<file path="src/rtl/cascade_counter.sv">
// Modulo-MODULUS up/down counter stage for synchronous cascades (shared clock, carry via ripple_in/ripple_out).
// Define CASCADE_COUNTER_OVERFLOW_EN to add the sticky overflow flag and its port.
module cascade_counter #(
  parameter int N_BITS  = 3,
  parameter int MODULUS = 8
) (
  input  logic              clk,
  input  logic              asyn_rst,
  input  logic              ripple_in,
  input  logic              load,
  input  logic [N_BITS-1:0] load_val,
  input  logic              up_dn,
  output logic [N_BITS-1:0] count,
`ifdef CASCADE_COUNTER_OVERFLOW_EN
  output logic              overflow,
`endif
  output logic              ripple_out
);

  // One guard bit so that MODULUS = 2**N_BITS still compares correctly.
  localparam int W = N_BITS + 1;
  localparam logic [N_BITS:0] TERM = W'(MODULUS - 1);
  localparam logic [N_BITS:0] ONE  = W'(1);

  logic [N_BITS:0] cnt_q;
  logic [N_BITS:0] cnt_nxt;
  logic [N_BITS:0] load_ext;
  logic [N_BITS:0] load_clamp;
  logic            at_term;
  logic            wrap;

  always_comb begin
    load_ext   = {1'b0, load_val};
    load_clamp = (load_ext > TERM) ? TERM : load_ext;
    at_term    = up_dn ? (cnt_q == TERM) : (cnt_q == '0);
    wrap       = ripple_in & ~load & at_term;
    cnt_nxt    = cnt_q;
    if (load) begin
      cnt_nxt = load_clamp;
    end else if (ripple_in) begin
      if (up_dn) cnt_nxt = at_term ? '0 : cnt_q + ONE;
      else       cnt_nxt = at_term ? TERM : cnt_q - ONE;
    end
  end

  always_ff @(posedge clk or posedge asyn_rst) begin
    if (asyn_rst) cnt_q <= '0;
    else          cnt_q <= cnt_nxt;
  end

  assign count      = cnt_q[N_BITS-1:0];
  assign ripple_out = wrap;

`ifdef CASCADE_COUNTER_OVERFLOW_EN
  // Load clears the flag even when it suppresses a wrap on the same edge.
  always_ff @(posedge clk or posedge asyn_rst) begin
    if (asyn_rst)  overflow <= 1'b0;
    else if (load) overflow <= 1'b0;
    else if (wrap) overflow <= 1'b1;
  end
`endif

endmodule

</file>
<file path="config.mk">
export PLATFORM = sky130hd
export DESIGN_NAME = cascade_counter
export DESIGN_NICKNAME = d
export VERILOG_FILES = /design/src/rtl/cascade_counter.sv
export SDC_FILE = /design/constraint.sdc
export NUM_CORES = 1
export LEC_CHECK = 0
export CAP_MARGIN = 25
export CORE_AREA = 2 2 39 41
export CTS_CLUSTER_SIZE = 16
export DETAILED_ROUTE_END_ITERATION = 8
export DIE_AREA = 0 0 41 43
export PLACE_DENSITY = 0.52
export REMOVE_ABC_BUFFERS = 1
export SLEW_MARGIN = 20
export SYNTH_ARGS = -nofsm -noshare
export SYNTH_HDL_FRONTEND = slang
export SYNTH_SLANG_ARGS = --single-unit
export TNS_END_PERCENT = 1
</file>
<file path="constraint.sdc">
create_clock -name clk -period 1.7 [get_ports clk]
set_input_delay 0.51 -clock clk [delete_from_list [all_inputs] [get_ports clk]]
set_output_delay 0.51 -clock clk [all_outputs]
set_load 0.02 [all_outputs]
</file>
# Word-level counts from Yosys, hierarchy flattened

Index checks and enable logic that the tools add are counted.

Bits in registers: 4
Word-level logic and storage cells: 15
Bits of input ports: 8
Output and inout port bits: 4

Bitwise logic cells: 3
Equality and inequality tests: 1
Reduce and logical (&&, ||, !) cells: 2
Multiplexer cells: 6
Add/subtract/negate cells: 2

Operators by type and width:

| kind                | count |
|---|---|
| $mux 4              | 5 |
| $add 4x1->4 const B | 1 |
| $eq 4x3->1 const B  | 1 |
| $logic_not 4->1     | 1 |
| $sub 4x1->4 const B | 1 |
| $and 1x1->1         | 2 |
| $reduce_bool 2->1   | 1 |
| $mux 1              | 1 |
| $not 1->1           | 1 |

# Longest topological paths before layout

Gate-level depths: netlist (run 1).

Word-level depth: 6
Depth in mapped cells: 5
Depth with buffers taken out: 5

# Least setup slack after synthesis (run 1)

Ideal clock, no wire load.

Path type: input port to output port
From: input up_dn
To: output ripple_out
Buffers on the path: 1
Slack: 6 ps
Arrival: 1184 ps
Stages on the path: 4
Required time: 1190 ps
Cell sequence: buf_2 > nand2b_1 > o21ai_0 > and3_1

Word-level cells in the longest chain between the ends: 2

Ends and longest elaborated chain:

| what        | line | text |
|---|---|---|
| from (decl) | 12   | `input logic up_dn,` |
| $mux 1      | 35   | `at_term = up_dn ? (cnt_q == TERM) : (cnt_q == '0);` |
| $and 1x1->1 | 36   | `wrap = ripple_in & ~load & at_term;` |
| to (decl)   | 17   | `output logic ripple_out` |

Every way passes these cells.

# Final worst setup path (run 1)

Same ends and word-level chain as after synthesis.

==> results of run 1 <==
[layout by cell type, fill, tap and decap left out, types with 2 or more instances in the layout]
cell type        Yosys  final
o211ai_1             2      2
mux2i_1              2      2
inv_1                5      3
a21oi_1              2      2
clkbuf_4             0      3
dlygate4sd2_1        0      3
nand3_1              3      3
buf_4                3     11
inv_2                0      2
nand2_1              2      2
dfrtp_1              4      4
clkdlybuf4s50_1      0      5
clkbuf_2             0      2
[power by group through the flow]
stage | clock [mW] | sequential (mW) | combinational [mW]
after detailed placement | 0 | 0.116 | 0.165
final | 0.113 | 0.118 | 0.181
after global placement | 0 | 0.116 | 0.164
after CTS | 0.120 | 0.116 | 0.158
after floorplan | 0 | 0.136 | 0.0604
after global routing | 0.125 | 0.119 | 0.202
[per-stage QoR]
| stage | instance area (um2) | hold WS (ns) |
|---|---|---|
| 2_1_floorplan | 333 | 0.276 |
| 3_3_place_gp | 531 | 0.658 |
| 3_5_place_dp | 531 | 0.635 |
| 4_1_cts | 549 | 0.462 |
| 5_1_grt | 584 | 0.489 |
| 6_report | 584 | 0.464 |
[per-layer routing]
layer / GRT usage (%) / share of wire (%)
met5: 0 / 0
met4: 10.0 / 0
met3: 1.57 / 5.5
met2: 17.8 / 50
met1: 18.0 / 44
[Yosys cell counts]
master	instances	area, um2
nand2b_1	2	12.5
clkbuf_1	1	3.75
dfrtp_1	4	100
nand2_1	2	7.51
buf_6	1	11.3
inv_1	5	18.8
a21oi_1	2	10.0
nand4b_1	1	8.76
o211ai_1	2	15.0
nor2b_1	1	6.26
mux2i_1	2	20.0
a21oi_2	1	8.76
and3_1	1	6.26
a211o_1	1	8.76
buf_4	3	22.5
o21ai_0	2	10.0
or4_4	1	11.3
buf_2	1	5.00
mux2_1	1	11.3
nand4_1	1	6.26
nor2_1	2	7.51
a21boi_0	1	7.51
nand3_1	3	15.0
ha_1	2	25.0
xnor2_1	1	8.76
nor3b_1	1	7.51
[layout make-up]
class	instances	area (um2)	area share (%)
Inverter	5	18.8	3.21
Timing Repair Buffer	22	180	30.8
Tap cell	16	20.0	3.43
Sequential cell	4	100	17.1
Clock buffer	3	22.5	3.85
Multi-Input combinational cell	30	243	41.5
[logic make-up after synthesis]
logic type               synth area share (%)
buffers and inverters                    16.3
XOR/XNOR                                 2.33
adder cells (fa/ha/maj)                  6.67
flip-flops                               26.7
AO/OA/AOI/OAI                            16.0
AND/OR/NAND/NOR                          23.7
multiplexers                             8.33
[worst paths after layout]
check	from	endpoint	slack [ns]
setup / recovery	up_dn	ripple_out	-0.12
hold / removal	asyn_rst	cnt_q[1]	0.46
setup reg to reg	cnt_q[0]	cnt_q[3]	0.08
hold reg to reg	cnt_q[3]	cnt_q[3]	0.63
max in group asynchronous	asyn_rst	cnt_q[0]	1.08
min in group clk	cnt_q[3]	cnt_q[3]	0.63
[repair_timing]
item,4_1_cts,5_1_grt
buffers inserted,0,2
gates resized for setup,14,10
setup endpoints to repair,5,1
pin swaps,0,3
==> flow_summary.ini, run 1 <==
[outcome]
status = finished with violations
violations = negative setup slack

[global_routing]
antenna_found_initial = 0
grt_pass1_wl_mm = 1.49
grt_max_degree = 9
gr-usage-all-layers_pct = 13.1
grt-ovfl-total = 0
grt_pass1_vias = 363

[clocking]
hold_buffers = 0
cts-buffers-inserted = 3
htreeDepth = 1
numClockSinks = 4
clkLatencyLatePin_ns = 0.23
cts_tree = yes
clock_path_buffers = 2
clockRootBuffer = clkbuf_4
clkTransAtPathRegs_ns = 0.03

[critical_path]
crit_family = buffers and inverters
crit_chain = dlygate4sd2_1 > nand2b_4 > o21ai_2 > and3_1 > buf_6
crit_path_max_fanout = 4
cp-end-kind = output port
reg2reg_depth = 5
cp.required_ns = 1.19
criticalPathCategory = input pin to output port
startpoint_type = input pin
max_stage_delay_ns = 0.27
cp.arrival_ns = 1.31
slowest_stage = dlygate4sd2_1
crit_cells = 5
cp_num_buf_inv = 2

[finish]
fillCellCount = 146
finalNonFillerCells = 80
reg_top3 = cnt_q x4
drive_above_1_share_pct = 40.6
syn_to_final_growth_pct = 55.7
regMostFlops = cnt_q
largest_reg_flops = 4
antenna_cells = 0
num-nets-final = 76
postLayoutCoreUtil_pct = 42.2

[timing]
maxSlewViolCount = 0
max-slew-margin-rel_pct = 86.6
timing.final.crit_period_ns = 1.82
tns_ns = -0.120
period_share_pct = 107
rsz0062_at_grt = true
setup_slack_ns = -0.120
skew_ns = 0.000919
max_slew.worst_pin.slew_ns = 0.201
hold_viol_final = 0
setup_viol = 1
fmax_ghz = 0.549

[floorplanning]
die_width_um = 41
die_y_um = 43
std_cell_rows = 14
die_area_mm2 = 0.00176
core_area_mm2 = 0.00138
pin_count = 12
start_util_pct = 27.1

[power_and_ir_drop]
p_clk_share_pct = 27.4
p_leak_nw = 0.274
p_switching_mw = 0.128
p_int_mw = 0.284
p_seq_share_pct = 28.6
switching_share_pct = 31.1
combPwrFrac_pct = 44.0
ir_drop_uv = 373
totalPowerFinal_mw = 0.412
power_density_mw_per_mm2 = 705

[placed_design]
place_inst = 75
dpl_worst_slack_ns = -0.845
numPortBuffers = 11
dp_hpwl_um = 682
gp_congestion = 0.703

[synthesis]
synthCells = 45
ys_types = 26
synthesis.area_um2 = 375
ys_ff_latch = 4
ys_seq_area_share_pct = 26.7
syn_area_per_cell_um2 = 8.34
yosysWarnings = 0

[drt]
drt_iter0_drc = 5
num_vias = 358
firstDrtPassIters = 4
antenna_left = 0
post_drt_wl_per_cell_um = 11.0
postRouteWirelength_um = 879
drc = 0
avgViaCountPerCell = 4.48

[job]
drv_cap = 0

[hold_path]
hold_path_class = input pin to async pin
No activity file was read; power rests on OpenSTA's default activity.
==> inputs of run 2 (changes only) <==
--- a/config.mk
+++ b/config.mk
@@ -5,7 +5,7 @@
 export SDC_FILE = /design/constraint.sdc
 export NUM_CORES = 1
 export LEC_CHECK = 0
-export CAP_MARGIN = 25
+export CAP_MARGIN = 5
 export CORE_AREA = 2 2 39 41
 export CTS_CLUSTER_SIZE = 16
 export DETAILED_ROUTE_END_ITERATION = 8
==> results of run 2 <==
Final layout, timing and power as in run 1 (identical DEF).
==> inputs of run 3 (changes only) <==
--- a/config.mk
+++ b/config.mk
@@ -7,6 +7,8 @@
 export LEC_CHECK = 0
 export CAP_MARGIN = 5
 export CORE_AREA = 2 2 39 41
+export CTS_BUF_LIST = sky130_fd_sc_hd__clkbuf_16
+export CTS_CLUSTER_DIAMETER = 150
 export CTS_CLUSTER_SIZE = 16
 export DETAILED_ROUTE_END_ITERATION = 8
 export DIE_AREA = 0 0 41 43
==> run 3 against run 2 <==
  * The flow still finishes with violations (negative setup slack)
  * Register-to-register slack is essentially flat
  * Critical path type is now register to output port
  * Highest routed layer is now met4
  * Sequential share of layout area down 1.4 points
  * Largest power group is now clock
  * Count of clock-buffer cells in the layout unchanged
  * Via count up 0.84%
  * Flip-flop and latch count stayed put
  * Critical endpoint unchanged
==> flow_summary.ini, run 3 (same netlist as run 1, synthesis figures left out) <==
[outcome]
status = finished with violations
violations = negative setup slack

[finish]
postLayoutCoreUtil_pct = 45.8
final_common_cell = buf_4
reg_top3 = cnt_q x4
fillCellCount = 136
regMostFlops = cnt_q
drive_above_1_share_pct = 38.1
layout_common_cells = buf_4, clkdlybuf4s50_1, dfrtp_1
antenna_cells = 0
num-nets-final = 75
finalNonFillerCells = 79
syn_to_final_growth_pct = 69.0
postLayoutCellArea_um2 = 634
largest_reg_flops = 4

[power_and_ir_drop]
ir_drop_uv = 703
p_seq_share_pct = 17.9
p_int_mw = 0.503
totalPowerFinal_mw = 0.657
p_switching_mw = 0.155
combPwrFrac_pct = 27.2
p_leak_nw = 0.293
power_density_mw_per_mm2 = 1040
p_clk_share_pct = 54.9
switching_share_pct = 23.5

[drt]
antenna_left = 0
post_drt_wl_per_cell_um = 11.5
drc = 0
drt_iter0_drc = 2
firstDrtPassIters = 2
avgViaCountPerCell = 4.57
postRouteWirelength_um = 908
num_vias = 361

[timing]
maxSlewViolCount = 0
hold_viol_final = 0
max-slew-margin-rel_pct = 86.5
fmax_ghz = 0.555
timing.final.crit_period_ns = 1.80
max_slew.worst_pin.slew_ns = 0.203
setup_viol = 1
skew_ns = 0.00161
setup_slack_ns = -0.101
rsz0062_at_grt = true
period_share_pct = 106

[clocking]
cts-buffers-inserted = 3
clock_path_buffers = 2
cts_tree = yes
clkTransAtPathRegs_ns = 0.03
clkLatencyLatePin_ns = 0.22
htreeDepth = 1
numClockSinks = 4
hold_buffers = 0
clockRootBuffer = clkbuf_16

[critical_path]
cp-end-kind = output port
startpoint_type = register
cp.arrival_ns = 1.29
criticalPathCategory = register to output port
crit_path_max_fanout = 3
cp.required_ns = 1.19

[placed_design]
dp_hpwl_um = 682
placed_area_um2 = 531
place_inst = 75
numPortBuffers = 11
gp_congestion = 0.703
dpl_worst_slack_ns = -0.845

[floorplanning]
die_y_um = 43
pin_count = 12
std_cell_rows = 14
die_width_um = 41
die_area_mm2 = 0.00176
core_area_mm2 = 0.00138
start_util_pct = 27.1

[global_routing]
grt_pass1_vias = 360
grt_max_degree = 9
gr-usage-all-layers_pct = 13.5
grt_pass1_wl_mm = 1.51
grt-ovfl-total = 0
antenna_found_initial = 0

[hold_path]
hold_path_class = input pin to async pin

[job]
drv_cap = 0
==> run 3: cell types whose count changed in the layout (fill, tap and decap cells not counted), sizes merged <==
cell / previous run / this run
buf: 12 / 11
clkbuf: 5 / 4
clkdlybuf4s15: 0 / 1
==> run 3: worst max-delay path, stage by stage (launching register included) <==
cell	delay (ns)
dfrtp_1	0.40
inv_2	0.09
ha_4	0.15
nand2b_4	0.06
o21ai_2	0.09
and3_1	0.17
buf_6	0.12
==> run 3: per-layer routing <==
| layer | global-route usage [%] | up-vias | share of wire (%) | wire [um] |
|---|---|---|---|---|
| met1 | 17.6 | 160 | 44 | 399 |
| li1 | - | 188 | - | - |
| met2 | 19.4 | 11 | 49 | 444 |
| met4 | 10.0 | 0 | 2.1 | 19 |
| met5 | 0 | - | 0 | 0 |
| met3 | 1.57 | 2 | 5.0 | 45 |
==> run 3: power by group through the flow <==
stage / sequential, mW / combinational [mW] / clock, mW
6_report: 0.118 / 0.179 / 0.361
5_1_grt: 0.120 / 0.199 / 0.371
4_1_cts: 0.116 / 0.159 / 0.365
3_5_place_dp: 0.116 / 0.165 / 0
3_3_place_gp: 0.116 / 0.164 / 0
2_1_floorplan: 0.136 / 0.0604 / 0
==> run 3: stage by stage <==
step	hold WS [ns]	setup TNS, ns
3_5_place_dp	0.635	-1.38
3_3_place_gp	0.658	-1.33
6_report	0.474	-0.101
2_1_floorplan	0.276	-0.00971
5_1_grt	0.513	-0.178
4_1_cts	0.481	-0.155
==> run 3: final cells by class <==
class / instances / area (um2) / area share (%)
repair buffers: 21 / 178 / 28.0
clock buffers: 3 / 75.1 / 11.8
inverters: 5 / 18.8 / 2.96
multi-input cells: 30 / 243 / 38.3
flip-flops and latches: 4 / 100 / 15.8
well taps: 16 / 20.0 / 3.16
==> run 3: what timing repair did <==
action                                  CTS  global route
pin swaps                                 0             3
buffers inserted                          0             1
endpoints found under the setup margin    6             1
gates resized for setup                  14             9
==> run 3: final timing paths <==
check	startpoint	end	slack (ns)	depth (start not counted)
worst max-delay path	cnt_q[0]	ripple_out	-0.10	6
worst min-delay path	asyn_rst	cnt_q[1]	0.47	2
worst max register to register	cnt_q[0]	cnt_q[3]	0.08	5
worst min register to register	cnt_q[3]	cnt_q[3]	0.63	3
max in group asynchronous	asyn_rst	cnt_q[0]	1.07	2
min in group clk	cnt_q[3]	cnt_q[3]	0.63	3
